===== src/rtl/pattern_feed_pkg.sv =====
// Shared types and constants for the pattern feed controller.
//   state_e   : controller FSM states (IDLE, SHIFT, DRAIN, DONE)
//   DRAIN_CYC : cycles spent after the last step so the detector's registered
//               output can still be observed
package pattern_feed_pkg;

    localparam int DRAIN_CYC = 2;

    typedef enum logic [1:0] {
        IDLE  = 2'd0,
        SHIFT = 2'd1,
        DRAIN = 2'd2,
        DONE  = 2'd3
    } state_e;

endpackage


===== src/rtl/pattern_feed_ctrl_if.sv =====
// Handshake and detector bus of the pattern feed controller.
//   start, word          : run request and stimulus word (master -> controller)
//   det_out              : registered match output of the detector (master -> controller)
//   det_rst, det_en,
//   det_in               : detector reset, step enable and serial stimulus bit
//   busy, done           : run in progress / one-cycle completion pulse
//   hit_count, hit_valid,
//   first_hit            : results of the last run
interface pattern_feed_ctrl_if #(
    parameter int WIDTH = 16
);
    logic             start;
    logic [WIDTH-1:0] word;
    logic             det_out;
    logic             det_rst;
    logic             det_en;
    logic             det_in;
    logic             busy;
    logic             done;
    logic [3:0]       hit_count;
    logic             hit_valid;
    logic [3:0]       first_hit;

    modport master (
        output start, word, det_out,
        input  det_rst, det_en, det_in, busy, done, hit_count, hit_valid, first_hit
    );

    modport slave (
        input  start, word, det_out,
        output det_rst, det_en, det_in, busy, done, hit_count, hit_valid, first_hit
    );
endinterface


===== src/rtl/pattern_feed_ctrl_tick_gen.sv =====
// Step divider: produces a registered one-cycle tick every DIV cycles of run.
//   clk, reset : clock, synchronous active-high reset
//   clear      : restart the count (the next tick follows DIV run cycles later)
//   run        : count enable
//   tick       : high for one cycle when the count sits at DIV-1
module tick_gen #(
    parameter int DIV = 4
) (
    input  logic clk,
    input  logic reset,
    input  logic clear,
    input  logic run,
    output logic tick
);
    localparam int CW = $clog2(DIV);

    logic [CW-1:0] cnt_q, cnt_d;
    logic          tick_q, tick_d;

    // tick is decoded from the next count so that the registered tick lines
    // up with the cycle in which the count equals DIV-1.
    always_comb begin
        cnt_d  = cnt_q;
        tick_d = 1'b0;
        if (clear) begin
            cnt_d = '0;
        end else if (run) begin
            cnt_d  = (cnt_q == CW'(DIV - 1)) ? '0 : cnt_q + CW'(1);
            tick_d = (cnt_d == CW'(DIV - 1));
        end
    end

    always_ff @(posedge clk) begin
        if (reset) begin
            cnt_q  <= '0;
            tick_q <= 1'b0;
        end else begin
            cnt_q  <= cnt_d;
            tick_q <= tick_d;
        end
    end

    assign tick = tick_q;
endmodule


===== src/rtl/pattern_feed_ctrl.sv =====
// Pattern feed controller: on start, resets a downstream sequence detector,
// feeds it the latched word MSB first (one bit per DIV cycles), then counts
// rising edges of the detector's match output and reports the results.
//   clk, reset : clock, synchronous active-high reset
//   bus        : slave side of pattern_feed_ctrl_if (start/word/det_out in,
//                detector controls, status and results out; all registered)
module pattern_feed_ctrl #(
    parameter int WIDTH = 16,
    parameter int DIV   = 4
) (
    input  logic               clk,
    input  logic               reset,
    pattern_feed_ctrl_if.slave bus
);
    import pattern_feed_pkg::*;

    localparam int IW = $clog2(WIDTH + 1);

    state_e           state_q, state_d;
    logic [WIDTH-1:0] word_q, word_d;
    logic [IW-1:0]    idx_q, idx_d;
    logic [1:0]       drain_q, drain_d;
    logic             prev_q, prev_d;
    logic             det_rst_q, det_rst_d;
    logic             det_in_q, det_in_d;
    logic             busy_q, busy_d;
    logic             done_q, done_d;
    logic [3:0]       hit_count_q, hit_count_d;
    logic             hit_valid_q, hit_valid_d;
    logic [3:0]       first_hit_q, first_hit_d;

    logic accept;
    logic run;
    logic tick;

    assign accept = (state_q == IDLE) && bus.start;
    assign run    = (state_q == SHIFT);

    tick_gen #(.DIV(DIV)) u_tick (
        .clk   (clk),
        .reset (reset),
        .clear (accept),
        .run   (run),
        .tick  (tick)
    );

    always_comb begin
        state_d     = state_q;
        word_d      = word_q;
        idx_d       = idx_q;
        drain_d     = drain_q;
        prev_d      = prev_q;
        hit_count_d = hit_count_q;
        hit_valid_d = hit_valid_q;
        first_hit_d = first_hit_q;

        unique case (state_q)
            IDLE: begin
                if (bus.start) begin
                    state_d     = SHIFT;
                    word_d      = bus.word;
                    idx_d       = '0;
                    prev_d      = 1'b0;
                    hit_count_d = '0;
                    hit_valid_d = 1'b0;
                    first_hit_d = '0;
                end
            end
            SHIFT: begin
                // The latched word shifts left on every step, so its MSB is
                // always word[WIDTH-1-idx] of the original value.
                if (tick) begin
                    word_d = word_q << 1;
                    idx_d  = idx_q + IW'(1);
                    if (idx_q == IW'(WIDTH - 1)) begin
                        state_d = DRAIN;
                        drain_d = '0;
                    end
                end
            end
            DRAIN: begin
                drain_d = drain_q + 2'd1;
                if (drain_q == 2'(DRAIN_CYC - 1)) state_d = DONE;
            end
            DONE: begin
                state_d = IDLE;
            end
        endcase

        // Hit detection window is SHIFT plus DRAIN; det_out is ignored in
        // IDLE and DONE. Only 0->1 transitions count, so a held level counts once.
        if (state_q == SHIFT || state_q == DRAIN) begin
            prev_d = bus.det_out;
            if (bus.det_out && !prev_q) begin
                if (hit_count_q != 4'hF) hit_count_d = hit_count_q + 4'd1;
                if (!hit_valid_q) begin
                    hit_valid_d = 1'b1;
                    // The match belongs to the bit fed on the previous step.
                    first_hit_d = (idx_q == '0) ? 4'd0 : 4'(idx_q - IW'(1));
                end
            end
        end

        det_rst_d = accept;
        busy_d    = (state_d != IDLE);
        done_d    = (state_d == DONE);
        det_in_d  = (state_d == SHIFT) ? word_d[WIDTH-1] : 1'b0;
    end

    always_ff @(posedge clk) begin
        if (reset) begin
            state_q     <= IDLE;
            word_q      <= '0;
            idx_q       <= '0;
            drain_q     <= '0;
            prev_q      <= 1'b0;
            det_rst_q   <= 1'b0;
            det_in_q    <= 1'b0;
            busy_q      <= 1'b0;
            done_q      <= 1'b0;
            hit_count_q <= '0;
            hit_valid_q <= 1'b0;
            first_hit_q <= '0;
        end else begin
            state_q     <= state_d;
            word_q      <= word_d;
            idx_q       <= idx_d;
            drain_q     <= drain_d;
            prev_q      <= prev_d;
            det_rst_q   <= det_rst_d;
            det_in_q    <= det_in_d;
            busy_q      <= busy_d;
            done_q      <= done_d;
            hit_count_q <= hit_count_d;
            hit_valid_q <= hit_valid_d;
            first_hit_q <= first_hit_d;
        end
    end

    assign bus.det_rst   = det_rst_q;
    assign bus.det_en    = tick;
    assign bus.det_in    = det_in_q;
    assign bus.busy      = busy_q;
    assign bus.done      = done_q;
    assign bus.hit_count = hit_count_q;
    assign bus.hit_valid = hit_valid_q;
    assign bus.first_hit = first_hit_q;
endmodule


===== src/flat_wrapper.sv =====
// flat-port wrapper written by rule: the top's interface ports become plain ports
module pattern_feed_ctrl_flat import pattern_feed_pkg::*;
#(
    parameter int WIDTH = 16,
    parameter int DIV   = 4
)
  (clk, reset, bus_start, bus_word, bus_det_out, bus_det_rst, bus_det_en, bus_det_in, bus_busy, bus_done, bus_hit_count, bus_hit_valid, bus_first_hit);
  pattern_feed_ctrl_if #(.WIDTH(WIDTH)) bus_i ();
  input  logic clk;
  input  logic reset;
  input wire logic [$bits(bus_i.start)-1:0] bus_start;
  input wire logic [$bits(bus_i.word)-1:0] bus_word;
  input wire logic [$bits(bus_i.det_out)-1:0] bus_det_out;
  output wire logic [$bits(bus_i.det_rst)-1:0] bus_det_rst;
  output wire logic [$bits(bus_i.det_en)-1:0] bus_det_en;
  output wire logic [$bits(bus_i.det_in)-1:0] bus_det_in;
  output wire logic [$bits(bus_i.busy)-1:0] bus_busy;
  output wire logic [$bits(bus_i.done)-1:0] bus_done;
  output wire logic [$bits(bus_i.hit_count)-1:0] bus_hit_count;
  output wire logic [$bits(bus_i.hit_valid)-1:0] bus_hit_valid;
  output wire logic [$bits(bus_i.first_hit)-1:0] bus_first_hit;
  assign bus_i.start = bus_start;
  assign bus_i.word = bus_word;
  assign bus_i.det_out = bus_det_out;
  assign bus_det_rst = bus_i.det_rst;
  assign bus_det_en = bus_i.det_en;
  assign bus_det_in = bus_i.det_in;
  assign bus_busy = bus_i.busy;
  assign bus_done = bus_i.done;
  assign bus_hit_count = bus_i.hit_count;
  assign bus_hit_valid = bus_i.hit_valid;
  assign bus_first_hit = bus_i.first_hit;
  pattern_feed_ctrl #(.WIDTH(WIDTH), .DIV(DIV)) u_core (.clk(clk), .reset(reset), .bus(bus_i));
endmodule

===== config.mk =====
export PLATFORM = sky130hd
export DESIGN_NAME = pattern_feed_ctrl_flat
export DESIGN_NICKNAME = d
export VERILOG_FILES = /design/src/rtl/pattern_feed_pkg.sv /design/src/rtl/pattern_feed_ctrl_if.sv /design/src/rtl/pattern_feed_ctrl_tick_gen.sv /design/src/rtl/pattern_feed_ctrl.sv /design/src/flat_wrapper.sv
export SDC_FILE = /design/constraint.sdc
export NUM_CORES = 1
export LEC_CHECK = 0
export BUFFER_PORTS_ARGS = -buffer_cell sky130_fd_sc_hd__buf_2
export CAP_MARGIN = 20
export CELL_PAD_IN_SITES_DETAIL_PLACEMENT = 0
export CELL_PAD_IN_SITES_GLOBAL_PLACEMENT = 1
export CORE_MARGIN = 2
export CORE_UTILIZATION = 35
export DETAILED_ROUTE_END_ITERATION = 6
export PLACE_DENSITY_LB_ADDON = 0.2
export SKIP_LAST_GASP = 1
export SYNTH_ARGS = -nofsm -noshare
export SYNTH_HDL_FRONTEND = slang
export SYNTH_SLANG_ARGS = --single-unit

===== constraint.sdc =====
create_clock -name clk -period 3 [get_ports clk]
set_clock_uncertainty 0.2 [all_clocks]
set_input_delay 0 -clock clk [delete_from_list [all_inputs] [get_ports clk]]
set_output_delay 0 -clock clk [all_outputs]
set_load 0.01 [all_outputs]

==> results of run 1 <==
## synthesized netlist by cell type, types with 5 or more instances
master / instances / area, um^2
inv_1: 12 / 45.0
nor2_1: 31 / 116
o21ai_0: 5 / 25.0
buf_2: 5 / 25.0
dfxtp_1: 42 / 841
nand3b_1: 5 / 37.5
ha_1: 12 / 150
a21oi_1: 13 / 65.1
nand2_1: 12 / 45.0
a221oi_1: 15 / 131
nor3_1: 18 / 90.1
## tightest hold or removal path: cells and delay by family
| kind | cells | cell delay (ps) |
|---|---|---|
| simple gates | 1 | 60 |
| compound gates | 2 | 280 |
| buf+inv | 1 | 120 |
## path summary, 6_finish.rpt
| kind | endpoint | slack [ps] | cells past startpoint |
|---|---|---|---|
| setup reg to reg | u_core.bus.det_in$_SDFF_PP0_ | 630 | 6 |
| hold / removal | u_core.state_q[1]$_SDFF_PP0_ | 30 | 4 |
| hold reg to reg | u_core.idx_q[4]$_SDFFE_PP0P_ | 260 | 2 |
| setup / recovery | u_core.bus.det_in$_SDFF_PP0_ | 630 | 6 |
## registers in the layout, summed over array words and instances, names as in the netlist
signal                flops
u_core.u_tick.tick        1
u_core.bus.hit_count      4
u_core.idx_q              5
u_core.bus.hit_valid      1
u_core.bus.done           1
u_core.word_q            16
u_core.drain_q            2
u_core.state_q            2
u_core.bus.first_hit      4
u_core.bus.det_in         1
u_core.u_tick.cnt_q       2
u_core.bus.det_rst        1
u_core.prev_q             1
u_core.bus.busy           1
## final cells by class
type	instances	area (um^2)
fill	514	2800
tap	70	87.6
sequential	42	841
multi-input combinational	151	973
timing repair buffer	53	373
clock buffer	6	82.6
inverter	12	45.0
## kinds of logic (layout without fill, tap and decap cells)
kind of cell | count (synthesis) | after routing | share of synthesized area, %
buf+inv | 23 | 71 | 5.41
simple gates | 81 | 81 | 20.0
compound gates | 52 | 52 | 19.9
xor+xnor | 3 | 3 | 1.37
flops | 42 | 42 | 43.8
fa+ha+maj | 12 | 12 | 7.83
mux | 3 | 3 | 1.63
## per-stage QoR
step	std cells	power [W]	setup slack (ps)	area [um^2]	utilization [%]
2_1_floorplan	216	0.000774	996	1920	-
3_3_place_gp	310	0.000829	706	2140	41.1
3_5_place_dp	310	0.000829	625	2140	41.1
4_1_cts	334	0.00120	591	2400	46.2
5_1_grt	334	0.00126	425	2400	46.2
6_report	334	0.00118	633	2400	46.2
## power groups by stage
stage / Sequential (W) / Clock [W] / Combinational (W)
floorplan: 0.000630 / 0 / 0.000144
global placement: 0.000632 / 0 / 0.000198
detailed placement: 0.000631 / 0 / 0.000198
CTS: 0.000619 / 0.000366 / 0.000216
global route: 0.000624 / 0.000394 / 0.000242
finish: 0.000619 / 0.000350 / 0.000212
## routing by layer
metal	GRT usage, %	part of all wire (%)
met5	0	0
met2	23.8	47
met4	5.26	1.4
met1	18.5	48
met3	4.25	3.9
## cell usage in the layout, fill, tap and decap left out, drive strengths merged, types with 2 or more instances in the layout
master	netlist	layout
dfxtp	42	42
buf	7	35
nor2	31	31
nor3	18	18
dlygate4sd3	0	18
a221oi	15	15
a21oi	14	14
inv	12	12
nand2	12	12
ha	12	12
clkbuf	4	6
o21ai	5	5
nand3b	5	5
nand2b	4	4
nand3	4	4
mux2i	2	2
xnor2	2	2
a311oi	2	2
nor3b	2	2
o211ai	2	2
o32ai	2	2
==> results.cfg, run 1 <==
[timing]
hold_viol = 0
rsz0062_at_grt = no
maxSlewHeadroom_pct = 47.6
tns_ps = 0
fmax_ghz = 0.422
finalCriticalPeriod_ps = 2370
finalSetupViolations = 0
hold_ws_ps = 27.1
tightestPinTransition_ps = 787
timing.final.max_slew_violations = 0
timing.final.crit_share_pct = 78.9

[setup_path]
path_cells = inv_1 -> ha_1 -> mux2i_1 -> nand2b_1 -> a222oi_1 -> nor3b_1
startpoint_type = register
r2r-start = u_core.state_q[1]$_SDFF_PP0_
endpoint_kind = register
startpoint = u_core.state_q[1]$_SDFF_PP0_
required_ps = 3010
crit_path_max_incr_delay_ps = 590
crit_family = simple AND/OR/NAND/NOR gates
cp_max_fo = 19
worstPathArrival_ps = 2370
path_buf_inv = 1
crit_type = reg -> reg
slowest_stage = nand2b_1

[yosys]
synth-main-ff-cell = dfxtp_1
syn_area_um2 = 1920
synth_cell_types = 42
syn_area_per_cell_um2 = 8.88
synth_edf_count = 0
synth_nets = 248
yosys_warnings = 0
synthArstFlopShare_pct = 0
synthCells = 216
ys_ff_latch = 42
yosysSeqAreaShare_pct = 43.8

[floorplanning]
start_util_pct = 36.9
ioPinCount = 34
die_w_um = 78.0
fp-row-count = 26
design.core.area_um2 = 5200
die_h_um = 78.0
dieArea_um2 = 6090

[global_routing]
grt_pass1_vias = 1581
grt_max_degree = 42
grt_use_total_pct = 14.6
grt_pass1_wl_um = 7130
antenna_found_initial = 0
overflow = 0

[power]
vdd_drop_max_mv = 0.264
p_switching_w = 0.000310
p_per_area_nw_per_um2 = 491
power_frac_seq_pct = 52.4
p_clk_share_pct = 29.7
switching_share_pct = 26.3
comb_power_share_pct = 17.9
p_leak_nw = 0.993
p_int_w = 0.000870

[job]
cap_violations = 0

[finish]
area_delta_synth_final_pct = 25.2
drive_above_1_share_pct = 17.8
fin_nets = 297
n_antenna_cell = 0

[clocking]
cts-buffers-inserted = 5
worstSkewPairLatency_ps = 280
cts-htree-levels = 2
clock_sinks = 42
clock_path_buffers = 2
clk_pin_slew_ps = 70
post_cts_buffers = 0
cts_tree = built
cts-resized-gates = 0
cts_hold_buf = 18
cts_root_buffer = clkbuf_8

[routing]
wirelength_um = 4110
vias = 1683
dr.first_iter.drc_count = 42
viasPerCell = 5.04
final_antenna_net_count = 0
first_pass_iters = 4
drc = 0
wire_per_inst_um = 12.3

[worst_hold_path]
min_from = bus_start
worstHoldPathType = in -> reg

[placement]
gp_congestion = 0.711
hpwl_um = 2730
numPortBuffers = 33

[status]
status = completed
Power figures use the tool's default switching activity.
==> run 2, diff against run 1 <==
- clock period: 3 -> 1.95 ns (I/O delays scaled with it)
==> results.cfg, run 2 (synthesized netlist as in run 1, its figures left out) <==
[global_routing]
antenna_found_initial = 0
overflow = 0
grt_pass1_wl_um = 7540
grt_pass1_vias = 1659
grt_max_degree = 18
grt_use_total_pct = 15.6

[finish]
seq_area_um2 = 843
mostFrequentLayoutCells = dfxtp_1 (40), buf_2 (33), nor2_1 (29)
fin_nets = 318
area_delta_synth_final_pct = 37.1
largest_register_ffs = 16
multi_input_area_um2 = 1010
layout_commonest_cell = dfxtp_1
top_regs = u_core.word_q: 16 flops, u_core.idx_q: 5 flops
drive_above_1_share_pct = 26.5
n_antenna_cell = 0
regMostFlops = u_core.word_q
final_cell_area_um2 = 2630
fillCellCount = 517

[power]
p_per_area_nw_per_um2 = 767
p_leak_nw = 1.11
vdd_drop_max_mv = 0.442

[setup_path]
worstPathArrival_ps = 1920
crit_type = reg -> reg
cp_max_fo = 4
startpoint = u_core.idx_q[0]$_SDFFE_PP0P_
endpoint = u_core.bus.det_in$_SDFF_PP0_
r2r_end = u_core.bus.det_in$_SDFF_PP0_
r2r-start = u_core.idx_q[0]$_SDFFE_PP0P_
r2r_setup_slack_ps = 70
required_ps = 1980
endpoint_kind = register
startpoint_type = register
reg2reg_depth = 6

[clocking]
clk_pin_slew_ps = 80
cts_tree = built
cts-buffers-inserted = 5
post_cts_buffers = 0
cts-htree-levels = 2
worstSkewPairLatency_ps = 300
clock_sinks = 42
clock_path_buffers = 2
cts_root_buffer = clkbuf_8

[floorplanning]
dieArea_um2 = 6090
start_util_pct = 36.9
ioPinCount = 34
design.core.area_um2 = 5200
die_h_um = 78.0
fp-row-count = 26
die_w_um = 78.0

[timing]
timing.final.max_slew_violations = 0
finalSetupViolations = 0
hold_viol = 0
fmax_ghz = 0.531
finalCriticalPeriod_ps = 1880
tns_ps = 0
hold_ws_ps = 259
timing.final.crit_share_pct = 96.6
maxSlewHeadroom_pct = 70.6
tightestPinTransition_ps = 440
rsz0062_at_grt = yes

[routing]
first_pass_iters = 4
viasPerCell = 4.96
vias = 1771
wirelength_um = 4520
final_antenna_net_count = 0
dr.first_iter.drc_count = 64
wire_per_inst_um = 12.6
drc = 0

[placement]
gp_congestion = 0.815
place_area_um2 = 2290
numPortBuffers = 33
hpwl_um = 3170

[job]
cap_violations = 0

[worst_hold_path]
worstHoldPathType = reg -> reg

[status]
status = completed
## run 2: timing repair
item / CTS / global route
gates resized for setup: 1 / 6
hold buffers: 20 / 0
endpoints found under the setup margin: 1 / 19
pin swaps: 1 / 2
endpoints found under the hold margin: 22 / 0
## run 2: cell type report
cell class              count  share of cell area [%]
flip-flops and latches     42                    32.1
multi-input cells         151                    38.3
well taps                  70                    3.33
inverters                  12                    1.71
clock inverters             2                    1.43
repair buffers             74                    20.4
clock buffers               6                    2.76
## run 2: how the worst min path moves through the flow
stage,start,to,cells past startpoint
after CTS,u_core.idx_q[4]$_SDFFE_PP0P_,u_core.idx_q[4]$_SDFFE_PP0P_,2
final,u_core.idx_q[4]$_SDFFE_PP0P_,u_core.idx_q[4]$_SDFFE_PP0P_,2
after detailed placement,bus_word[0],u_core.word_q[0]$_SDFFE_PP0P_,3
after global placement,bus_word[0],u_core.word_q[0]$_SDFFE_PP0P_,3
after global routing,u_core.idx_q[4]$_SDFFE_PP0P_,u_core.idx_q[4]$_SDFFE_PP0P_,2
after floorplan,bus_word[0],u_core.word_q[0]$_SDFFE_PP0P_,2
## run 2: metal layers
layer  routed length (um)  track usage (%)  vias up
met2                 2000             24.7       32
met3                  160             3.45        8
met4                   91             7.37        0
met1                 2260             20.3      811
met5                    0                0        -
li1                     -                -      920
## run 2: report_power, final
part	switching, W	internal, W
registers	0.0000349	0.000916
logic	0.000194	0.000185
clock network	0.000306	0.000382
## run 2: worst max-delay path: stages, from the launching register on
cell	delay (ps)
dfxtp_1	320
ha_1	200
and3_1	190
ha_1	190
a21bo_2	230
a211o_1	300
nor3b_1	190
## run 2: per-stage QoR
stage	worst slack [ps]	cells	util (%)	power, W
after floorplan	2.10	216	-	0.00119
after global placement	46.5	329	44.0	0.00131
after detailed placement	11.8	329	44.0	0.00131
after CTS	-12.3	357	50.2	0.00204
after global routing	-20.7	357	50.5	0.00212
final	65.7	357	50.5	0.00202
